<file path="config.mk">
export PLATFORM = sky130hd
export DESIGN_NAME = arm_mem_responder
export DESIGN_NICKNAME = d
export VERILOG_FILES = /design/src/rtl/arm_mem_pkg.sv /design/src/rtl/arm_mem_responder_word_assembler.sv /design/src/rtl/arm_mem_responder.sv
export SDC_FILE = /design/constraint.sdc
export NUM_CORES = 2
export LEC_CHECK = 0
export ABC_AREA = 1
export CAP_MARGIN = 20
export CORE_MARGIN = 5
export CORE_UTILIZATION = 45
export DETAILED_ROUTE_END_ITERATION = 12
export PLACE_DENSITY = 0.6
export SYNTH_ARGS = -nofsm -noshare
export SYNTH_HDL_FRONTEND = slang
export SYNTH_SLANG_ARGS = --single-unit
</file>
<file path="constraint.sdc">
create_clock -name clk -period 4.22 [get_ports clk]
set_clock_uncertainty 0.2 [all_clocks]
set_input_delay 0.844 -clock clk [delete_from_list [all_inputs] [get_ports clk]]
set_output_delay 0.844 -clock clk [all_outputs]
set_load 0.02 [all_outputs]
</file>
<file path="src/rtl/arm_mem_pkg.sv">
// Shared definitions for the ARM memory responder: FSM encoding,
// the default memory-mapped I/O address and the byte-lane count.
package arm_mem_pkg;

    typedef enum logic {
        LOAD = 1'b0,
        RUN  = 1'b1
    } state_t;

    localparam logic [31:0] IO_ADDR_DEFAULT = 32'h0000_0400;
    localparam int          LANES           = 4;

endpackage

</file>
<file path="src/rtl/arm_mem_responder_word_assembler.sv">
// Packs the incoming little-endian byte stream into 32-bit words.
// The word output is the current assembly merged with the byte being
// accepted this cycle, so the top can commit it on the same edge that
// word_done is high. Lanes above the current byte are always zero.
module word_assembler
    import arm_mem_pkg::*;
(
    input  logic        clk,
    input  logic        reset,
    input  logic        accept,
    input  logic [7:0]  byte_in,
    input  logic        last,
    output logic [31:0] word,
    output logic        word_done
);

    logic [1:0]  cnt;
    logic [31:0] asm_reg;

    assign word      = asm_reg | ({24'd0, byte_in} << {cnt, 3'b000});
    assign word_done = accept && ((cnt == 2'(LANES - 1)) || last);

    // Advance the byte counter and keep the partial word; restart after each completed word.
    always_ff @(posedge clk or negedge reset) begin
        if (!reset) begin
            cnt     <= '0;
            asm_reg <= '0;
        end else if (accept) begin
            if (word_done) begin
                cnt     <= '0;
                asm_reg <= '0;
            end else begin
                cnt     <= cnt + 2'd1;
                asm_reg <= word;
            end
        end
    end

endmodule

</file>
<file path="src/rtl/arm_mem_responder.sv">
// Memory-side responder for the multicycle ARM core: unified word memory,
// one memory-mapped output register and a byte-stream boot loader that
// holds the core in reset until the image has been received.
// Optional build macro ARM_MEM_LOAD_CHECKSUM_EN enables the running
// modulo-256 checksum on load_sum; otherwise load_sum is tied to zero.
module arm_mem_responder
    import arm_mem_pkg::*;
#(
    parameter int          DEPTH_WORDS = 64,
    parameter logic [31:0] IO_ADDR     = IO_ADDR_DEFAULT
) (
    input  logic        clk,
    input  logic        reset,
    input  logic [31:0] Adr,
    input  logic [31:0] WriteData,
    input  logic        MemWrite,
    output logic [31:0] ReadData,
    input  logic        load_valid,
    input  logic [7:0]  load_byte,
    input  logic        load_last,
    output logic        load_ready,
    output logic        core_reset,
    output logic [31:0] io_out,
    output logic        load_ovf,
    output logic [7:0]  load_sum
);

    localparam int          AW        = $clog2(DEPTH_WORDS);
    localparam logic [31:0] MEM_BYTES = 32'(4 * DEPTH_WORDS);
    localparam logic [AW-1:0] LAST_PTR = AW'(DEPTH_WORDS - 1);

    state_t        state;
    logic [AW-1:0] ptr;
    logic          full;
    logic [31:0]   mem [DEPTH_WORDS];

    logic          accept;
    logic [31:0]   asm_word;
    logic          word_done;
    logic [AW-1:0] core_idx;
    logic          in_range;
    logic          is_io;
    logic          mem_we;
    logic [AW-1:0] mem_idx;
    logic [31:0]   mem_wdata;

    assign accept     = load_valid && (state == LOAD);
    assign load_ready = (state == LOAD);
    assign core_idx   = Adr[AW+1:2];
    assign in_range   = (Adr < MEM_BYTES);
    assign is_io      = (Adr == IO_ADDR);

    word_assembler u_asm (
        .clk       (clk),
        .reset     (reset),
        .accept    (accept),
        .byte_in   (load_byte),
        .last      (load_last),
        .word      (asm_word),
        .word_done (word_done)
    );

    // Boot loader / run FSM with registered core reset, overflow flag and MMIO register.
    always_ff @(posedge clk or negedge reset) begin
        if (!reset) begin
            state      <= LOAD;
            ptr        <= '0;
            full       <= 1'b0;
            load_ovf   <= 1'b0;
            core_reset <= 1'b1;
            io_out     <= '0;
        end else begin
            case (state)
                LOAD: begin
                    if (accept) begin
                        if (word_done) begin
                            if (full) begin
                                load_ovf <= 1'b1;
                            end else if (ptr == LAST_PTR) begin
                                full <= 1'b1;
                            end else begin
                                ptr <= ptr + 1'b1;
                            end
                        end
                        if (load_last) begin
                            state      <= RUN;
                            core_reset <= 1'b0;
                        end
                    end
                end
                RUN: begin
                    if (MemWrite && is_io) begin
                        io_out <= WriteData;
                    end
                end
                default: state <= LOAD;
            endcase
        end
    end

    // Select the single memory write port source: loader during LOAD, core during RUN.
    always_comb begin
        mem_we    = 1'b0;
        mem_idx   = ptr;
        mem_wdata = asm_word;
        if (state == LOAD) begin
            mem_we = word_done && !full;
        end else if (MemWrite && in_range && !is_io) begin
            mem_we    = 1'b1;
            mem_idx   = core_idx;
            mem_wdata = WriteData;
        end
    end

    // Memory array is never cleared by reset so a reloaded image can overlay old contents.
    always_ff @(posedge clk) begin
        if (mem_we) begin
            mem[mem_idx] <= mem_wdata;
        end
    end

    // Combinational core read path; the core sees zero while it is held in reset.
    always_comb begin
        ReadData = '0;
        if (state == RUN) begin
            if (is_io) begin
                ReadData = io_out;
            end else if (in_range) begin
                ReadData = mem[core_idx];
            end
        end
    end

`ifdef ARM_MEM_LOAD_CHECKSUM_EN
    // Running sum of every accepted byte, including dropped overflow bytes; frozen once in RUN.
    always_ff @(posedge clk or negedge reset) begin
        if (!reset) begin
            load_sum <= '0;
        end else if (accept) begin
            load_sum <= load_sum + load_byte;
        end
    end
`else
    assign load_sum = '0;
`endif

endmodule

</file>
==> impl_results.md <==
- Status: finished, violations left
- Failing checks: setup timing
- Final Cell Area: 106000 sq um
- CP Cell Sequence: buf_8 -> inv_8 -> buf_16 -> buf_16 -> bufbuf_16 -> nand2_1 -> nand3_1 -> nand3_1 -> nand3_1 -> nand3_1 -> nand3_1 -> buf_4 -> nand3_2 -> a21oi_1 -> buf_4
- Internal power: 34.2 mW
- Worst Path Class, Setup: in2out
- Starting Density: 45.2%
- Synth warn: 0
- Nets: 8113
- Tot GR Track Use: 25.7%
- Power density over cell area: 418 nW/um^2
- Worst slew pin tran: 0.987 ns
- CTS H-tree depth: 4
- Async set or reset register ratio after synthesis: 3.58%
- Clock sinks: 2124
- Max Slew Vio Count: 0
- VDD IR max: 0.398 mV
- Post-synth cell types: 32
- Yosys top cell by area: edfxtp_1
- Largest register FFs: 2048
- Placed insts: 10300
- Placed instance area: 98700 sq um
- CP max FO: 20
- DRT iter0 DRCs: 7334
- Post-synth top area share: 70.7%
- CP Capture Type: primary output
- Die area: 202000 sq um
- Clock latency at the later pin of the worst-skew pair: 0.86 ns
- Clk root buf: clkbuf_16
- RSZ-0062 raised after global routing: yes
- Core Footprint: 192000 sq um
- Mapped cell area: 87000 sq um
- Crit path arrival time: 3.25 ns
- Seq/Total Area, Yosys: 72.9%
- Row Count: 161
- Final HPWL from detailed placement: 162000 microns
- Max-cap violations: 0
- Largest net degree at the start of global routing: 77
- Overflow after GRT: 0
- Die Height: 450 microns
- # DRC: 0
- Fraction of layout cells with a size suffix above 1: 14.2%
- Crit path top cell by count: nand3_1
- CTS max path bufs: 3
- Die width: 450 microns
- Setup violators final: 2
- Critical-path top delay cell: bufbuf_16
- Fin. Hold Viols: 0
- EDFF count, synth: 2048
- Initial antenna violation count: 6
- Final setup margin: -0.0776 ns
- NetSw: 9.99 mW
- Vias in the first global route: 58400
- Synth top area cells: edfxtp_1 (71%), nand3_1 (11%), nand2_1 (10%)
- Static leakage power: 39.2 nW
- Non-filler instance count after layout: 10700
- Syn_area_per_cell: 11.5 sq um
- First-pass GRT wire length: 388000 microns
- Final WL: 267000 microns
- Max Clk Rate: 233 MHz
- Most common cell in the netlist: nand2_1
- Most instantiated cells after synthesis: nand2_1 (2343), edfxtp_1 (2048), nand3_1 (1905)
- Critical path launch point type: input port
- GP Congestion: 0.873
- Final period utilization: 102%
- Slew headroom: 33.8%
- Number of port buffers: 143
- Num CTS Buffers: 205
- Largest stage delay on the critical path: 0.32 ns
- Flop pwr share: 52.0%
- Synth Flop Type: edfxtp_1
- WHS: 0.164 ns
- Gate power share: 7.2%
- Final min period: 4.30 ns
- Clock power frac: 40.8%
- HP Class: in2async
- Num ports: 152
- Synth-to-layout area growth: 21.6%
- Reg clk slew, reported paths: 0.06 ns
- Req. time, crit path: 3.18 ns
- Router iterations before antenna repair: 6
- CTS tree: yes
- Drt wl/cell: 24.8 microns
- Post-route ant nets: 0
- Vias: 60800
- Via density per instance: 5.67
- FF+latch count, synth: 2124
- Total power: 44.2 mW
- Switching Fraction: 22.6%
- Synth Instances: 7546
## cell type report
cell class | count | area [sq um]
multi-input combinational | 4627 | 21400
timing repair buffer | 758 | 10100
antenna | 2 | 5.00
tap | 2526 | 3160
fill | 15700 | 86600
clock buffer | 258 | 5490
clock inverter | 120 | 1040
inverter | 318 | 1230
sequential | 2124 | 63400
## kinds of logic after synthesis
kind of cell,after synthesis,synth area share (%)
compound gates,192,1.14
xor+xnor,5,0.0503
fa+ha+maj,2,0.0288
simple gates,4420,22.2
other cells,1,0.00431
buf+inv,802,3.74
flops,2124,72.9
## worst max-delay path: cells and delay by family
| kind | cells | cell delay (ns) |
|---|---|---|
| buffers and inverters | 7 | 1.35 |
| and+or+nand+nor | 7 | 0.77 |
| AOI/OAI and AO/OA | 1 | 0.19 |
## cell usage in the layout (no fill, tap or decap), types with 3 or more instances in the layout
master	netlist	routed
a21oi_1	64	64
buf_12	0	288
buf_16	0	16
buf_2	165	8
buf_4	9	311
buf_6	1	5
buf_8	0	3
bufbuf_16	0	4
bufinv_16	0	15
clkbuf_1	241	43
clkbuf_16	0	217
clkbuf_2	0	7
clkbuf_8	0	5
clkdlybuf4s15_2	0	4
clkdlybuf4s50_1	0	104
clkinv_1	3	57
clkinv_2	0	30
clkinv_8	0	3
clkinvlp_4	0	7
conb_1	1	8
dfrtp_1	75	75
edfxtp_1	2048	2048
inv_1	307	304
inv_2	8	8
inv_6	0	6
nand2_1	2343	2342
nand2_2	3	3
nand3_1	1905	1872
nand3_2	12	45
nand4_1	5	5
nor2_1	83	18
nor2_2	4	5
nor2_4	3	67
o21ai_0	91	59
o21ai_1	30	29
o21ai_2	5	6
o21ai_4	1	33
or2_2	58	58
xor2_1	5	5
## power groups by stage
stage,clock network (mW),logic (mW),registers (mW)
2_1_floorplan,0,1.44,23.5
4_1_cts,18.3,3.12,23.0
3_3_place_gp,0,3.04,23.5
3_5_place_dp,0,3.07,23.5
6_report,18.0,3.19,23.0
5_1_grt,19.2,3.40,23.0
## routing by layer
layer  GRT usage, %  vias up  wire length, microns
met5              0        -                     0
met4           7.94        0                  7930
met3           5.38      412                 28000
li1               -    27300                     -
met2           39.8     3018                121000
met1           36.8    30000                110000
## what timing repair did
action                                 in CTS  in global routing
endpoints found under the hold margin      75                  0
buffers inserted                            0                  1
gates resized for setup                   125                 62
setup endpoints to repair                  32                 32
gates cloned                                4                  7
pin swaps                                   0                  0
hold buffers                                1                  0
## stage by stage
stage	util [%]	setup WS [ns]	setup TNS [ns]
floorplan	-	-0.146	-298.26
global placement	51.3	-0.540	-12.21
detailed placement	51.3	-0.525	-12.53
CTS	54.9	-0.0705	-0.448
global route	55.0	-0.117	-1.02
finish	55.0	-0.0776	-0.0943
## path summary, 6_finish.rpt
check,start,depth (start not counted),slack (ns),end
worst max-delay path,Adr[2],15,-0.08,ReadData[5]
worst min register to register,ptr[5],1,0.27,ptr[5]
worst max register to register,u_asm.cnt[0],9,1.46,mem[28][21]
min in group clk,ptr[5],1,0.27,ptr[5]
worst min-delay path,reset,2,0.16,io_out[2]
max in group asynchronous,reset,3,3.05,core_reset
Note: power is estimated with default switching activity, not from simulation.
